===== config.mk =====
export PLATFORM = sky130hd
export DESIGN_NAME = common_decinc_counter
export DESIGN_NICKNAME = d
export VERILOG_FILES = /design/src/rtl/common_decinc_counter.sv
export SDC_FILE = /design/constraint.sdc
export NUM_CORES = 1
export LEC_CHECK = 0
export BUFFER_PORTS_ARGS = -buffer_cell sky130_fd_sc_hd__buf_4
export CAP_MARGIN = 30
export CORE_AREA = 2 2 39 41
export DETAILED_ROUTE_END_ITERATION = 10
export DIE_AREA = 0 0 41 43
export PLACE_DENSITY = 0.54
export SLEW_MARGIN = 30
export SYNTH_ARGS = -nofsm -noshare
export SYNTH_HDL_FRONTEND = slang
export SYNTH_SLANG_ARGS = --single-unit

===== constraint.sdc =====
create_clock -name clk -period 2.19 [get_ports clk]
set_input_delay 0.657 -clock clk [delete_from_list [all_inputs] [get_ports clk]]
set_output_delay 0.657 -clock clk [all_outputs]
set_load 0.05 [all_outputs]

===== src/rtl/common_decinc_counter.sv =====
// ---------------------------------------------------------------------------
// common_decinc_counter
//
// Up/down counter with wrap or saturate behaviour, a one-cycle carry/borrow
// pulse and a sticky overflow flag.
//
// Optional feature macro: COMMON_DECINC_COUNTER_LOAD_EN
//   When defined, the load/load_d ports and the parallel-load path exist.
//   When undefined, both ports and the load path are absent.
//
// Parameters
//   WIDTH       counter width in bits (2..16)
//   SATURATE    0 = wrap modulo 2^WIDTH, 1 = clamp at 0 / 2^WIDTH-1
//   RESET_VALUE counter value after reset
//
// Ports
//   clk      in   sole clock, rising edge
//   reset    in   synchronous, active-high reset
//   en       in   count enable, qualifies inc/dec
//   inc      in   request +1
//   dec      in   request -1
//   load     in   load request             (LOAD_EN builds only)
//   load_d   in   load value, WIDTH bits   (LOAD_EN builds only)
//   q        out  registered counter value
//   c        out  registered one-cycle carry/borrow pulse
//   ovf      out  sticky flag, set whenever c asserts
//   is_zero  out  combinational q == 0
//   is_max   out  combinational q == 2^WIDTH-1
// ---------------------------------------------------------------------------
module common_decinc_counter #(
    parameter int unsigned      WIDTH       = 4,
    parameter bit               SATURATE    = 1'b0,
    parameter logic [WIDTH-1:0] RESET_VALUE = '0
) (
    input  logic             clk,
    input  logic             reset,
    input  logic             en,
    input  logic             inc,
    input  logic             dec,
`ifdef COMMON_DECINC_COUNTER_LOAD_EN
    input  logic             load,
    input  logic [WIDTH-1:0] load_d,
`endif
    output logic [WIDTH-1:0] q,
    output logic             c,
    output logic             ovf,
    output logic             is_zero,
    output logic             is_max
);

    if (WIDTH < 2 || WIDTH > 16) begin : g_width_check
        $error("common_decinc_counter: WIDTH must be in 2..16");
    end

    // One step in WIDTH+1 bits: the top bit is the carry on increment and
    // the borrow on decrement (0 - 1 sets every bit, including the top).
    function automatic logic [WIDTH:0] step_ext(input logic [WIDTH-1:0] cur,
                                                 input logic             up);
        logic [WIDTH:0] ext;
        logic [WIDTH:0] one;
        one = {{WIDTH{1'b0}}, 1'b1};
        ext = {1'b0, cur};
        return up ? (ext + one) : (ext - one);
    endfunction

    // Apply the wrap/clamp policy to a stepped value.
    function automatic logic [WIDTH-1:0] sat_value(input logic [WIDTH:0]   ext,
                                                   input logic [WIDTH-1:0] cur);
        if (SATURATE && ext[WIDTH]) begin
            return cur;
        end
        return ext[WIDTH-1:0];
    endfunction

    logic [WIDTH-1:0] count_p1;
    logic             c_p1;
    logic             ovf_p1;

    logic             step_req;
    logic [WIDTH:0]   stepped;
    logic [WIDTH-1:0] next_count;
    logic             carry;

    always_comb begin
        step_req   = en & (inc ^ dec);
        stepped    = step_ext(count_p1, inc);
        next_count = sat_value(stepped, count_p1);
        carry      = stepped[WIDTH];
    end

    // ---- stage p1: counter, pulse and sticky flag registers ----
    always_ff @(posedge clk) begin
        if (reset) begin
            count_p1 <= RESET_VALUE;
            c_p1     <= 1'b0;
            ovf_p1   <= 1'b0;
        end
`ifdef COMMON_DECINC_COUNTER_LOAD_EN
        else if (load) begin
            count_p1 <= load_d;
            c_p1     <= 1'b0;
            ovf_p1   <= 1'b0;
        end
`endif
        else if (step_req) begin
            count_p1 <= next_count;
            c_p1     <= carry;
            ovf_p1   <= ovf_p1 | carry;
        end else begin
            c_p1     <= 1'b0;
        end
    end

    assign q       = count_p1;
    assign c       = c_p1;
    assign ovf     = ovf_p1;
    assign is_zero = (count_p1 == '0);
    assign is_max  = (count_p1 == '1);

endmodule


# --- Word-level counts from Yosys, hierarchy flattened ---
# Cells that the tools add are included.
totals:
  reg_bits: 6
  input_bits: 5
  word_cells: 13
classes:
  add_sub_neg: 2
  eq_ne: 1
  mux: 1
  n_bitwise: 4
  reduce_logical: 2
ops:
  columns: ["operator", "n"]
  rows:
  - ["$add 4x1->5 const B", 1]
  - ["$mux 5", 1]
  - ["$sub 4x1->5 const B", 1]
  - ["$eq 4x4->1 const B", 1]
  - ["$logic_not 4->1", 1]
  - ["$reduce_or 2->1", 1]
  - ["$and 1x1->1", 1]
  - ["$not 1->1", 1]
  - ["$or 1x1->1", 1]
  - ["$xor 1x1->1", 1]

# --- Depth between registers and ports, before layout ---
depth:
  depth_word: 4
  ltp_mapped: 5
  depth_no_buf: 5

# --- Worst setup path after synthesis ---
# Ideal clock, no wire load.
synth_path:
  path_type: "register to output"
  from: "register count_p1[0], in the netlist q[0]"
  to: "output port is_zero"
  arrival_ps: 2126
  required_ps: 1533
  slack_ps: -593
  stages_incl_launch_ff: 2
  path_cell_list: "dfxtp_1 -> nor4_1"
synth_between:
  elab_chain_len: 1
synth_lines:
  columns: ["item", "line_no", "rtl"]
  rows:
  - ["from (decl)", "75", "logic [WIDTH-1:0] count_p1;"]
  - ["from (signal assigned)", "106", "count_p1 <= next_count;"]
  - ["$logic_not 4->1", "117", "assign is_zero = (count_p1 == '0);"]
  - ["to (decl)", "47", "output logic is_zero,"]
# Every way passes these cells.

# --- Worst setup path after layout ---
layout_path:
  from: "input port inc"
  to: "register count_p1[3], in the netlist q[3]"
layout_between:
  elab_chain_len: 2
  elab_cells_between_ends: 3
  classes_between: "1 x mux; 2 x bitwise"
layout_lines:
  columns: ["item", "line_no", "rtl"]
  rows:
  - ["from (decl)", "38", "input logic inc,"]
  - ["$xor 1x1->1", "85", "step_req = en & (inc ^ dec);"]
  - ["$and 1x1->1", "85", null]
# Several ways; a longest one is shown, not always the timed one.
# A chain may end at the register's enable or synchronous reset.

==> qor.log <==
[run_status] status finished clean
[pwr] worst-case vdd ir drop 0.000258 V
[placed_design] final weighted congestion in routability-driven placement 0.774
[timing] final total negative setup slack 0 ns
[global_route] overall routing resource usage 0.129
[logic_synthesis] Avg Cell Area, Syn 9.21 um^2
[global_route] first-pass GRT wire length 1520 um
[setup_path] worst setup path endpoint q[3]
[global_route] maximum number of pins on one net before global-route repair 10
[timing] unrepaired setup endpoints after global routing false
[setup_path] maximum fanout count along the critical path 5
[detailed_routing] total vias in the final route 380
[cts] CTS sink cnt 6
[pwr] combinational cell fraction of total power 0.367
[setup_path] Arrival @ worst endpoint 1.96 ns
[cts] Root Buffer sky130_fd_sc_hd__clkbuf_4
[floorplanning] Die Area 1760 um^2
[setup_path] depth of the most critical reg-to-reg path 4
[timing] Worst Max-Slew Pin Slew 0.377 ns
[timing] max-slew headroom at the worst pin 0.747
[floorplanning] top-level I/O count 13
[detailed_routing] per-cell routed wire length 12.4 um
[cts] clk_lat worst skew 0.24 ns
[placed_design] count of input and output buffers 12
[logic_synthesis] #FFs+latches synth 6
[setup_path] library cell contributing the largest single delay on the critical path sky130_fd_sc_hd__or3b_1
[logic_synthesis] part of the Yosys area used for sequential elements 0.311
[floorplanning] Core Area 1380 um^2
[global_route] overflow left after global routing 0
[global_route] number of antenna violations at the first check in global routing 0
[logic_synthesis] Gate Count Post-Synth 42
[job] max-cap viol count 0
[finish] antenna cells 0
[pwr] fraction of power consumed by the clock network 0.275
[cts] buffers from clock root to sink, at most 2
[finish] share of layout cells above drive strength 1 0.298
[pwr] Power per Cell Area 694 nW/um^2
[hold_path] worst hold-check path type reg -> reg
[pwr] Int Power 231 uW
[timing] Max Clock Freq 556 MHz
[floorplanning] initial core utilization 0.279
[logic_synthesis] Synth cell types 22
[setup_path] Crit Reg-Reg Endpoint q[3]
[detailed_routing] via density per instance 5.21
[logic_synthesis] combined area of all synthesized cells 387 um^2
[setup_path] worst setup path start inc
[setup_path] crit start category primary input
[finish] Nets 68
[cts] TritonCTS buffer count 3
[cts] Post-CTS Setup Bufs 0
[setup_path] Largest stage delay, worst path 0.38 ns
[setup_path] CP cell instances buf_4, inv_1, ha_1, or3b_1, a211o_1, o221ai_1
[setup_path] worst reg-to-reg setup slack 0.66 ns
[pwr] static leakage power 0.000237 uW
[cts] clock transition at the registers of the reported paths 0.05 ns
[floorplanning] Horiz. Die Dim 41 um
[finish] final core utilization 0.386
[finish] Filler Cells Inserted 145
[floorplanning] std cell rows 14
[pwr] switching power 140 uW
[setup_path] critical path endpoint category register
[setup_path] cell type group with the largest total delay on the critical path simple AND/OR/NAND/NOR gates
[setup_path] startpoint of the worst-slack reg-to-reg timing path q[3]
[logic_synthesis] synthesized netlist net count 51
[timing] Final Slew Violations 0
[placed_design] final HPWL from detailed placement 706 um
[setup_path] buffers plus inverters on the worst setup path 2
[timing] Final min period 1.80 ns
[timing] final hold violation count 0
[detailed_routing] number of DRC markers in iteration 0 7
[detailed_routing] total detailed-routing wirelength 902 um
[setup_path] Critical Path Stages 6
[cts] # resized after CTS 0
[setup_path] critical setup path kind in -> reg
[pwr] switching part of the total power 0.377
[timing] setup clock skew after layout 0.00676 ns
[floorplanning] vertical die dimension 43 um
[cts] htree depth 1
[detailed_routing] iteration count of the initial detailed-routing pass 4
[logic_synthesis] count of warnings emitted by yosys 0
[setup_path] Crit path required time 2.35 ns
[pwr] sequential group share of total power 0.358
[timing] final clock period utilization by the worst path 0.822
[detailed_routing] post-route antenna net violation count 0
[timing] final number of setup-violating endpoints 0
[detailed_routing] count of unresolved DRC violations after routing 0
[cts] Post-CTS Hold Fix Bufs 0
[global_route] vias in the first global route 348
[finish] area growth from synthesis to layout 38.2%
[cts] TritonCTS clock tree done
synthesized netlist by cell type:
cell / count / area [um^2]
sky130_fd_sc_hd__nand2b_1: 1 / 6.26
sky130_fd_sc_hd__ha_1: 3 / 37.5
sky130_fd_sc_hd__nand4b_1: 1 / 8.76
sky130_fd_sc_hd__a21oi_1: 5 / 25.0
sky130_fd_sc_hd__dfxtp_1: 6 / 120
sky130_fd_sc_hd__and4_1: 1 / 8.76
sky130_fd_sc_hd__nand3_1: 5 / 25.0
sky130_fd_sc_hd__fa_1: 1 / 20.0
sky130_fd_sc_hd__o221ai_1: 1 / 8.76
sky130_fd_sc_hd__xnor2_1: 2 / 17.5
sky130_fd_sc_hd__a2111o_1: 1 / 11.3
sky130_fd_sc_hd__or2b_1: 1 / 7.51
sky130_fd_sc_hd__or3_1: 1 / 6.26
sky130_fd_sc_hd__or3b_1: 1 / 8.76
sky130_fd_sc_hd__nor4_1: 1 / 6.26
sky130_fd_sc_hd__a311oi_1: 1 / 8.76
sky130_fd_sc_hd__xor2_1: 1 / 8.76
sky130_fd_sc_hd__inv_1: 2 / 7.51
sky130_fd_sc_hd__a211o_1: 1 / 8.76
sky130_fd_sc_hd__o21ai_0: 3 / 15.0
sky130_fd_sc_hd__and4bb_2: 1 / 12.5
sky130_fd_sc_hd__nand2_1: 2 / 7.51
stage by stage:
step	hold WS, ns	power, uW	instance area (um^2)	instances	worst slack [ns]
global placement	0.471	271	512	70	0.164
detailed placement	0.470	272	512	70	0.146
CTS	0.492	379	534	73	0.364
floorplan	0.709	229	402	42	0.184
finish	0.487	371	534	73	0.390
global route	0.545	396	534	73	0.314
worst min-delay path by stage:
stage,startpoint,to,slack [ns],depth (start not counted)
after detailed placement,ovf,ovf,0.47,2
after global placement,ovf,ovf,0.47,2
after floorplan,ovf,ovf,0.71,2
after CTS,ovf,ovf,0.49,2
final,ovf,ovf,0.49,2
after global routing,ovf,ovf,0.55,2
logic make-up (layout without fill, tap and decap cells):
family,Yosys count,after routing,share of synthesized area
buffers and inverters,2,17,0.0194
and+or+nand+nor,15,15,0.252
xor gates and xnor gates,3,3,0.0680
DFF,6,6,0.311
AOI/OAI and AO/OA,12,12,0.201
adders and majority gates,4,4,0.149
placed cells by master, fill, tap and decap left out:
cell type / netlist / final
sky130_fd_sc_hd__and4bb_2: 1 / 1
sky130_fd_sc_hd__fa_1: 1 / 1
sky130_fd_sc_hd__xnor2_1: 2 / 2
sky130_fd_sc_hd__or3_1: 1 / 1
sky130_fd_sc_hd__nand2_1: 2 / 2
sky130_fd_sc_hd__nand2b_1: 1 / 1
sky130_fd_sc_hd__or2b_1: 1 / 1
sky130_fd_sc_hd__a2111o_1: 1 / 1
sky130_fd_sc_hd__and4_1: 1 / 1
sky130_fd_sc_hd__o221ai_1: 1 / 1
sky130_fd_sc_hd__or3b_1: 1 / 1
sky130_fd_sc_hd__nor4_4: 0 / 1
sky130_fd_sc_hd__dfxtp_1: 6 / 6
sky130_fd_sc_hd__buf_4: 0 / 12
sky130_fd_sc_hd__a21oi_1: 5 / 5
sky130_fd_sc_hd__ha_1: 3 / 3
sky130_fd_sc_hd__a211o_1: 1 / 1
sky130_fd_sc_hd__xor2_1: 1 / 1
sky130_fd_sc_hd__inv_1: 2 / 2
sky130_fd_sc_hd__o21ai_0: 3 / 3
sky130_fd_sc_hd__clkbuf_4: 0 / 3
sky130_fd_sc_hd__nand4b_1: 1 / 1
sky130_fd_sc_hd__nand3_1: 5 / 5
sky130_fd_sc_hd__a311oi_1: 1 / 1
registers in the layout (all words and copies together), names as in the netlist:
name	flops
c	1
ovf	1
q	4
layer usage:
| layer | global-route usage | routed length [um] | vias up |
|---|---|---|---|
| met5 | 0 | 0 | - |
| met4 | 0.0800 | 12 | 0 |
| met3 | 0.0366 | 77 | 2 |
| met2 | 0.184 | 401 | 16 |
| met1 | 0.162 | 411 | 167 |
| li1 | - | - | 195 |
cell type report:
cell class                      count  area [um^2]  area share
Clock buffer                        3         22.5      0.0422
Sequential cell                     6          120       0.225
Inverter                            2         7.51      0.0141
Tap cell                           16         20.0      0.0375
Timing Repair Buffer               12         90.1       0.169
Multi-Input combinational cell     34          274       0.513
power by group through the flow:
stage	logic (uW)	clock network, uW	registers (uW)
detailed placement	137	0	136
global route	148	113	135
global placement	136	0	136
finish	136	102	133
CTS	137	108	134
floorplan	64.6	0	164
worst min-delay path, delay by kind of cell, from the launching register on:
kind / cells / cell delay, ns
DFF: 1 / 0.33
and+or+nand+nor: 2 / 0.13
Note: power is estimated with default switching activity, not from simulation.
